## src/rtl/plc_arb_pkg.sv

```systemverilog
// plc_arb_pkg: arbitration mode constants and sequencing state encoding
package plc_arb_pkg;
  localparam int ARB_FIXED = 0;
  localparam int ARB_RR = 1;
  typedef enum logic [1:0] {IDLE, ARB, ISSUE} arb_state_e;
endpackage

```

## src/rtl/rr_priority_picker.sv

```systemverilog
// rr_priority_picker: first set request searching base, base+1, ... modulo N_CH
module rr_priority_picker #(
  parameter int N_CH = 4
) (
  input  logic [N_CH-1:0]         req,
  input  logic [$clog2(N_CH)-1:0] base,
  output logic                    valid,
  output logic [$clog2(N_CH)-1:0] index
);
  localparam int IW = $clog2(N_CH);
  logic [IW-1:0] cand;
  assign valid = |req;
  // scanned farthest-first so the candidate nearest to base is written last
  always_comb begin
    index = '0;
    cand = '0;
    for (int k = N_CH - 1; k >= 0; k--) begin
      cand = IW'((int'(base) + k) % N_CH);
      if (req[cand]) index = cand;
    end
  end
endmodule

```

## src/rtl/multi_write_arbiter.sv

```systemverilog
// multi_write_arbiter: buffers one write per thread channel and issues at most one RAM write per step
module multi_write_arbiter
  import plc_arb_pkg::*;
#(
  parameter int N_CH = 4,
  parameter int ADDR_W = 16,
  parameter int DATA_W = 1,
  parameter int ARB_MODE = 1
) (
  input  logic                     clk,
  input  logic                     rst_n,
  input  logic                     arb_en,
  input  logic                     arb_step,
  input  logic [N_CH-1:0]          ch_we,
  input  logic [N_CH*DATA_W-1:0]   ch_data,
  input  logic [N_CH*ADDR_W-1:0]   ch_addr,
  output logic [N_CH-1:0]          ch_ack,
  output logic [N_CH-1:0]          ch_pend,
  output logic                     ram_we,
  output logic [DATA_W-1:0]        ram_data,
  output logic [ADDR_W-1:0]        ram_addr,
  output logic [$clog2(N_CH)-1:0]  grant_id
);
  localparam int IW = $clog2(N_CH);
  logic [N_CH-1:0] pend, cap, clr, pend_nxt;
  logic [DATA_W-1:0] hold_data [N_CH];
  logic [ADDR_W-1:0] hold_addr [N_CH];
  logic [IW-1:0] ptr, base, w;
  logic valid, grant;
  arb_state_e state, state_nxt;
  assign base = ARB_MODE == ARB_RR ? ptr : '0;
  rr_priority_picker #(.N_CH(N_CH)) picker (
    .req(pend),
    .base(base),
    .valid(valid),
    .index(w)
  );
  // capture looks at pre-edge pend, so a request is never granted on its capture edge
  assign grant = arb_step & valid;
  assign cap = ch_we & ~pend & {N_CH{arb_en}};
  assign clr = grant ? {{(N_CH-1){1'b0}}, 1'b1} << w : '0;
  assign pend_nxt = (pend & ~clr) | cap;
  assign ch_pend = pend;
  assign ram_we = state == ISSUE;
  always_comb begin
    state_nxt = grant ? ISSUE : |pend_nxt ? ARB : IDLE;
  end
  always_ff @(posedge clk or negedge rst_n) begin
    if (!rst_n) begin
      state <= IDLE;
      pend <= '0;
      ch_ack <= '0;
      ram_data <= '0;
      ram_addr <= '0;
      grant_id <= '0;
      ptr <= '0;
    end else begin
      state <= state_nxt;
      pend <= pend_nxt;
      ch_ack <= clr;
      if (grant) begin
        ram_data <= hold_data[w];
        ram_addr <= hold_addr[w];
        grant_id <= w;
        ptr <= w == IW'(N_CH - 1) ? '0 : w + 1'b1;
      end
    end
  end
  always_ff @(posedge clk or negedge rst_n) begin
    if (!rst_n) begin
      for (int i = 0; i < N_CH; i++) begin
        hold_data[i] <= '0;
        hold_addr[i] <= '0;
      end
    end else begin
      for (int i = 0; i < N_CH; i++) begin
        if (cap[i]) begin
          hold_data[i] <= ch_data[i*DATA_W +: DATA_W];
          hold_addr[i] <= ch_addr[i*ADDR_W +: ADDR_W];
        end
      end
    end
  end
endmodule
```

## config.mk

```make
export PLATFORM = sky130hd
export DESIGN_NAME = multi_write_arbiter
export DESIGN_NICKNAME = d
export VERILOG_FILES = /design/src/rtl/plc_arb_pkg.sv /design/src/rtl/rr_priority_picker.sv /design/src/rtl/multi_write_arbiter.sv
export SDC_FILE = /design/constraint.sdc
export NUM_CORES = 1
export LEC_CHECK = 0
export ABC_AREA = 0
export ABC_CLOCK_PERIOD_IN_PS = 3490
export CORE_AREA = 5 5 111 113
export CTS_BUF_LIST = sky130_fd_sc_hd__clkbuf_16
export CTS_CLUSTER_SIZE = 8
export DETAILED_ROUTE_END_ITERATION = 7
export DIE_AREA = 0 0 116 118
export PLACE_DENSITY = 0.71
export SKIP_LAST_GASP = 1
export SYNTH_ARGS = -nofsm -noshare
export SYNTH_HDL_FRONTEND = slang
export SYNTH_SLANG_ARGS = --single-unit
export TNS_END_PERCENT = 5
```

## constraint.sdc

```tcl
create_clock -name clk -period 3.49 [get_ports clk]
set_clock_uncertainty 0.15 [all_clocks]
set_input_delay 1.047 -clock clk [delete_from_list [all_inputs] [get_ports clk]]
set_output_delay 1.047 -clock clk [all_outputs]
set_load 0.05 [all_outputs]
```

**Yosys cells after proc, flatten, opt, wreduce, memory -nomap -nowiden**

Cells that the tools add are included.
W data, S select, Z words.

- Register bits: 99
- Bits of input ports: 76
- Output and inout port bits: 28
- Logic and storage cells: 59

- Add/subtract/negate cells: 4
- $lt $le $gt $ge: 5
- Equality and inequality tests: 2
- Shifts and indexed selects: 1
- Muxes and demuxes: 22
- Bitwise operators: 8
- Reduce and logical (&&, ||, !) cells: 2

Operators by type and width:

| operator | number |
|---|---|
| $bmux W16 S2 | 1 |
| $mux W16 | 2 |
| $and A4 B4 Y4 | 3 |
| $lt A2 B3 Y1 const B | 4 |
| $mux W2 | 6 |
| $bmux W1 S2 | 5 |
| $not A4 Y4 | 2 |
| $reduce_or A4 Y1 | 2 |
| $mux W1 | 7 |
| $add A2 B1 Y2 const B | 2 |
| $add A2 B2 Y2 const B | 2 |
| $eq A2 B2 Y1 const B | 2 |
| $mux W4 | 1 |
| $or A4 B4 Y4 | 1 |
| $shl A1 B2 Y4 const A | 1 |
| $ge A3 B3 Y1 const B | 1 |
| $not A2 Y3 | 1 |
| $and A1 B1 Y1 | 1 |

**Longest topological paths before layout**

- Depth in word-level cells: 15
- Mapped depth: 12

**Modules after synthesis**

Synthesis repeated with hierarchy kept, for this count alone.

- Cells, all modules: 262
- Area, all modules: 4277.9 um2

By module, submodules not included:

| module | instances | cells each | area an instance (um2) | seq. area each (um2) |
|---|---|---|---|---|
| multi_write_arbiter | 1 | 249 | 4200.3 | 2477.4 |
| rr_priority_picker | 1 | 13 | 77.6 | 0.0 |

**Least setup slack after synthesis**

No wires, ideal clock.

- Path kind: register -> register
- From: reg pend[1], in the netlist ch_pend[1]
- To: reg state[0]
- Arrival time: 2.323 ns
- Setup slack: 0.861 ns
- Cell stages (with the launch flop): 12
- Period minus slack after synthesis: 2.629 ns
- Cell sequence: dfrtp_1 > a21boi_1 > a2bb2oi_4 > nand2_4 > buf_6 > inv_1 > ha_1 > inv_1 > o21ai_0 > nand2_1 > a211oi_1 > a41oi_1

- Word-level cells in the longest chain between the ends: 14

RTL lines:

| item | line | RTL |
|---|---|---|
| start, declared | multi_write_arbiter.sv:25 | `logic [N_CH-1:0] pend, cap, clr, pend_nxt;` |
| start signal, assigned | multi_write_arbiter.sv:59 | `pend <= pend_nxt;` |
| $bmux W1 S2 | rr_priority_picker.sv:19 | `if (req[cand]) index = cand;` |
| $mux W1 (not written as such) | rr_priority_picker.sv:19 |  |
| $mux W2 (4 in series) | rr_priority_picker.sv:19 |  |
| $shl A1 B2 Y4 | multi_write_arbiter.sv:41 | `assign clr = grant ? {{(N_CH-1){1'b0}}, 1'b1} << w : '0;` |
| $mux W4 (*) | multi_write_arbiter.sv:41 |  |
| $not A4 Y4 (*) | multi_write_arbiter.sv:42 | `assign pend_nxt = (pend & ~clr) \| cap;` |
| $and A4 B4 Y4 (*) | multi_write_arbiter.sv:42 |  |
| $or A4 B4 Y4 (*) | multi_write_arbiter.sv:42 |  |
| named net pend_nxt[3] | multi_write_arbiter.sv:25 |  |
| $reduce_or A4 Y1 (*) | multi_write_arbiter.sv:46 | `state_nxt = grant ? ISSUE : \|pend_nxt ? ARB : IDLE;` |
| $mux W1 (*) | multi_write_arbiter.sv:46 |  |
| $mux W2 (*) | multi_write_arbiter.sv:46 |  |
| named net state_nxt[0] | multi_write_arbiter.sv:30 | `arb_state_e state, state_nxt;` |
| end signal, assigned | multi_write_arbiter.sv:58 | `state <= state_nxt;` |
| end, declared | multi_write_arbiter.sv:30 |  |

Mark *: on every way through the listed nets, which the timed path passes. The rest lies on a longest branch. The select of a mux whose other input is x is not followed.
A chain may end at the register's enable or synchronous reset.

**Worst setup path in the final report**

- From: reg pend[2], in the netlist ch_pend[2]
- To: out ch_pend[2]

RTL lines:

| item | line | RTL |
|---|---|---|
| end, declared | multi_write_arbiter.sv:18 | `output logic [N_CH-1:0] ch_pend,` |

No word-level cell between the ends.

==> impl_results.md <==
- Fin. Hold Viols: 0
- Tcrit/Tclk final: a little over four fifths
- PostCTS Resize Cnt: 0
- Crit path cell chain: clkdlybuf4s50_1
- Asr flop ratio synth: 100%
- WL/cell: ~18 um
- Max-Cap Viols: 0
- Rows: 39
- Worst-path clk slew: 0.07 ns
- Final Critical Period: 2.92 ns
- Post-synth EDFFs: 0
- Slowest cell delay on critical path: 0.87 ns
- Core area: 0.0112 mm2
- Critical Path RT: 2.29 ns
- Setup crit start kind: flop
- Finished Layout Cells: between 600 and 700
- Yosys warns: 0
- Fmax: between 0.3 and 0.4 GHz
- Number of H-tree levels: 3
- Initial antenna violation count: 0
- Num CTS Buffers: 9
- Run status: finished, final reports clean
- Global-route wire length before repair: around 18000 um
- Vias per inst: between 5 and 6
- DRT Wirelength: 11100 um
- Critical-path top delay cell: clkdlybuf4s50_1
- Vias in the first global route: 3487
- Commonest non-fill, non-tap cell in the layout: clkdlybuf4s50_1
- Root Buffer: clkbuf_16
- Worst-path maximum fanout: 8
- Die height: approximately 120 um
- GR Util met2: 28.3%
- Fin nets: 542
- Peak supply drop: 0.000457 V
- Commonest cells after routing, fill and taps aside: 102 x clkdlybuf4s50_1, 99 x dfrtp_1, 61 x nand2_1, 54 x mux2_2, 20 x o21ai_0
- Die ar.: about 0.014 mm2
- Max-slew violation count: 0
- CTS tree: built
- Input/output buffers: 103
- CP endpoint kind: output pin
- Crit path buffers/inverters: 1
- Global-route met3 utilization: 3.86%
- Total gr overflow: 0
- Placed insts: between 500 and 600
- Post-Syn Instances: between 300 and 400
- Synth Flop Type: dfrtp_1
- Residual DRC count: 0
- Initial DRC Count: 212
- Sink Count: 99
- DRT antenna net count: 0
- Met1 usage: between 20% and 30%
- Worst skew pair latency: ~0.34 ns
- Via Count: 3172
- CP Class: flop to output pin
- Diode count: 0
- Cell family with most CP delay: buffers and inverters
- P&R area growth vs syn: 34.5%
- Endpoints failing setup: 0
- GRT Total Usage: 16.9%
- Drt first pass iters: 4
- Slew @ Worst Pin: 1.12 ns
- Post-CTS setup buffer count: 0
- Initial Util: between 30% and 40%
- Unrepaired setup endpoints after global routing: false
- Final setup TNS: 0 ns
- Crit path DAT: 1.73 ns
- I/O pins: around 100
- DIE WIDTH: between 100 and 150 um
- Pwr dens: 1010 mW/mm2
- Hold-fix buffers, CTS: 0
- Rel. slew slack: 25.5%
- Fraction of layout cells with a size suffix above 1: 21.3%
- Final Power: a little under 6 mW
- HP Class: flop to flop
- Final worst slack: 0.566 ns
- Post-synth cell types: 33
- Net count after synthesis: 436
- Yosys reg bits: 99
- Cell area after synthesis: approximately 0.0043 mm2
- Busiest grt layer: met2
- Register area share after synthesis: a little under three fifths
- Max Root-Sink Buffers: 2
- Largest net degree at the start of global routing: between 50 and 60
- Static leakage: approximately 2.6 nW
- Routability congestion estimate: 0.831
- Syn_area_per_cell: 12.1 um2
- Post-Place Setup Slack: 0.523 ns
- Detailed placement HPWL: 8130 um
==> per-stage QoR <==
stage	hold slack (ns)	cell area (um2)	utilization [%]
detailed placement	0.311	5550	49.4
CTS	0.327	5820	51.9
finish	0.324	5820	51.9
floorplan	0.289	4330	-
global placement	0.303	5550	49.4
global route	0.352	5820	51.9
==> per-layer routing <==
metal	part of all wire [%]	wire length [um]
met1	41	4530
met2	51	5670
met3	6.8	758
met4	1.2	129
met5	0	0
==> synth_stat cells (2+ instances only) <==
library cell	number	area [um2]
nand3_1	18	90.1
inv_1	6	22.5
clkbuf_1	16	60.1
dfrtp_1	99	2480
nand3b_1	3	22.5
nand2b_1	2	12.5
buf_6	2	22.5
buf_2	2	10.0
a221o_1	17	170
mux2_2	54	608
nor2_1	5	18.8
o21ai_0	21	105
nor2b_1	2	12.5
mux2_4	14	210
nand2_1	61	229
a21oi_1	19	95.1
a21o_1	2	15.0
==> final timing paths <==
path	startpoint	end	slack [ns]	depth (start not counted)
setup / recovery	ch_pend[2]	ch_pend[2]	0.57	1
hold / removal	hold_addr[58]	hold_addr[58]	0.32	2
setup reg to reg	ch_pend[1]	state[0]	0.82	11
hold reg to reg	hold_addr[58]	hold_addr[58]	0.32	2
max in group asynchronous	rst_n	ram_addr[3]	1.89	2
min in group asynchronous	rst_n	hold_addr[57]	0.59	1
==> power breakdown <==
| part | total (mW) | switching, mW | internal (mW) | leakage (nW) |
|---|---|---|---|---|
| Clock | 0.906 | 0.426 | 0.481 | 0.129 |
| Combinational | 2.88 | 1.56 | 1.32 | 1.23 |
| Sequential | 2.08 | 0.368 | 1.71 | 1.20 |
| Total | 5.87 | 2.35 | 3.51 | 2.56 |
==> layout make-up <==
type / instances / area [um2]
Fill cell: 1009 / 5400
Sequential cell: 99 / 2480
Multi-Input combinational cell: 233 / 1740
Timing Repair Buffer: 115 / 1130
Clock buffer: 9 / 225
Tap cell: 143 / 179
Clock inverter: 7 / 45.0
Inverter: 7 / 26.3
==> state kept, by name, indices dropped and copies added, names as in the netlist <==
signal     count
ram_addr      16
ch_pend        4
ch_ack         4
hold_data      4
state          2
ram_data       1
grant_id       2
base           2
hold_addr     64
==> logic make-up after synthesis <==
kind of cell | count (synthesis) | synth area share [%]
flops | 99 | 57.3
simple gates | 96 | 9.72
mux | 69 | 19.1
compound gates | 67 | 10.8
buf+inv | 27 | 2.75
fa+ha+maj | 1 | 0.289
==> worst register-to-register path, cell delays in order (launching register included) <==
cell	delay (ns)
dfrtp_1	0.45
a21boi_1	0.33
a2bb2oi_4	0.15
buf_4	0.25
nand2_4	0.17
inv_1	0.15
ha_1	0.18
inv_1	0.06
o21ai_0	0.14
nand2_1	0.09
a211oi_1	0.25
a41oi_1	0.15
Power figures use the tool's default switching activity.
==> edit: new RTL, same settings <==
Change the parameter `ADDR_W` from 16 to 15.
--- a/src/rtl/multi_write_arbiter.sv
+++ b/src/rtl/multi_write_arbiter.sv
@@ -3,7 +3,7 @@
   import plc_arb_pkg::*;
 #(
   parameter int N_CH = 4,
-  parameter int ADDR_W = 16,
+  parameter int ADDR_W = 15,
   parameter int DATA_W = 1,
   parameter int ARB_MODE = 1
 ) (
Interface: changed (resized ch_addr and ram_addr); port bits go from 104 to 99. No check against the original RTL was run, so the function may have changed too.
==> edit against the original RTL <==
- routed wire length shrank 1.9%
- sequential cell count shrank 5
- sequential share of layout area is 0.61 points lower
- synthesized area down 4.5%
- power is 1.4% lower
- sequential power fell by 5%
- count of clock-buffer cells in the layout unchanged
- final area is 3.7% lower
- worst setup slack worse by 0.015 ns
- critical path type unchanged
- largest power group unchanged
==> edit: results (changes against the original RTL) <==
[detailed_routing]
drtIter0Drc=106  ; was 212
vias=3036  ; was 3,172
postRouteWirelength_um=10900  ; was 11,100 µm
wl_met2_um=5220  ; was 5670 µm
drt-met1-wl_um=4580  ; was 4530 µm
wl_met3_um=834  ; was 758 µm
topRoutingLayerUsed=met4  ; unchanged

[final_layout]
nNonClkBuffers=110  ; was 115
seq_area_frac=0.420  ; was 0.426
fin_util=0.499  ; was 0.519
finalNonFillerCells=592  ; was 613
design.seq.count=94  ; was 99
top_regs=hold_addr: 60 flops, ram_addr: 15 flops  ; was hold_addr: 64 flops, ram_addr: 16 flops
multiInputGateArea_um2=1660  ; was 1740 µm²
nonClkBufAreaFrac=0.191  ; was 0.194
largest_reg_flops=60  ; was 64
nMultiInputCombCells=222  ; was 233
clock_cell_area_share=0.0562  ; was 0.0464
nNonClkInverters=7  ; unchanged
num-nets-final=517  ; was 542
nFillCells=1027  ; was 1,009
drive_gt1_frac=0.218  ; was 0.213

[grt]
grt_usage=0.166  ; was 0.169
first_global_vias=3280  ; was 3,487
grt_pass1_wl_um=17500  ; was 18,000 µm
grt_max_degree=50  ; was 52

[timing]
slew_headroom=0.190  ; was 0.255
fin_crit_sh=0.842  ; was 0.838

[cts]
cts_resized=0  ; unchanged
clockBufferDepth=2  ; unchanged
ctsHtreeMaxLevel=3  ; unchanged

[setup_path]
worstReg2RegStart=ch_pend[0]  ; was ch_pend[1]
crit_family=buffers and inverters  ; unchanged
r2r_slack_ns=0.73  ; was 0.82 ns
worst_r2r_path_depth=10  ; was 11

[synthesis]
synthDistinctLibCells=34  ; was 33
muxShareOfSynthArea=0.190  ; was 0.191
seq_area_frac_synth=0.570  ; was 0.573
synth_fp_nets=414  ; was 436
synth.avg_cell_area_um2=12.1  ; about the same
ys_top_cells_by_area=dfrtp_1, mux2_2, nand2_1  ; unchanged
ys_top_cells_by_count=dfrtp_1, nand2_1, mux2_2, o21ai_0, a21oi_1  ; unchanged
synth_compound_area_frac=0.111  ; was 0.108
synth_warnings=0  ; unchanged
synth_adder_area_share=0.00303  ; was 0.00289

[worst_hold_path]
worstHoldStart=hold_addr[52]  ; was hold_addr[58]
holdPathEnd=hold_addr[52]  ; was hold_addr[58]

[status]
outcome=finished, final reports clean  ; unchanged

[pwr]
p_clk_frac=0.179  ; was 0.154
comb_power_share=0.480  ; was 0.491
p_int_w=0.00351  ; about the same
power.leakage_nw=2.47  ; was 2.56 nW
peakVddDrop_mv=0.541  ; was 0.457 mV

[place]
gp_congestion=0.798  ; was 0.831
pre_cts_slack_ns=0.368  ; was 0.523 ns
dp_hpwl_um=7710  ; was 8130 µm
placed_area_um2=5290  ; was 5550 µm²
place_inst=576  ; was 597
io_buffers=98  ; was 103

edit: changes by cell type after synthesis, sizes merged:
cell,delta
a221o,-1
buf,+2
o21ai,-1
dfrtp,-5
nand2,-3
nand3,-1
mux2,-4
clkbuf,-4
a21oi,-1
edit: kinds of logic (layout without fill, tap and decap cells):
logic type / count (synthesis) / count (layout)
flops: 94 / 94
simple gates: 92 / 92
mux: 65 / 65
compound gates: 64 / 64
buf+inv: 25 / 133
fa+ha+maj: 1 / 1
edit: per-layer routing:
layer	vias to the layer above	GRT usage
met1	1492	0.219
met3	16	0.0422
li1	1418	-
met4	0	0.0761
met2	110	0.255
met5	-	0
edit: per-stage QoR:
step	hold WS (ns)	total power (W)
finish	0.327	0.00578
detailed placement	0.307	0.00478
floorplan	0.289	0.00392
global placement	0.304	0.00470
CTS	0.330	0.00583
global route	0.351	0.00614
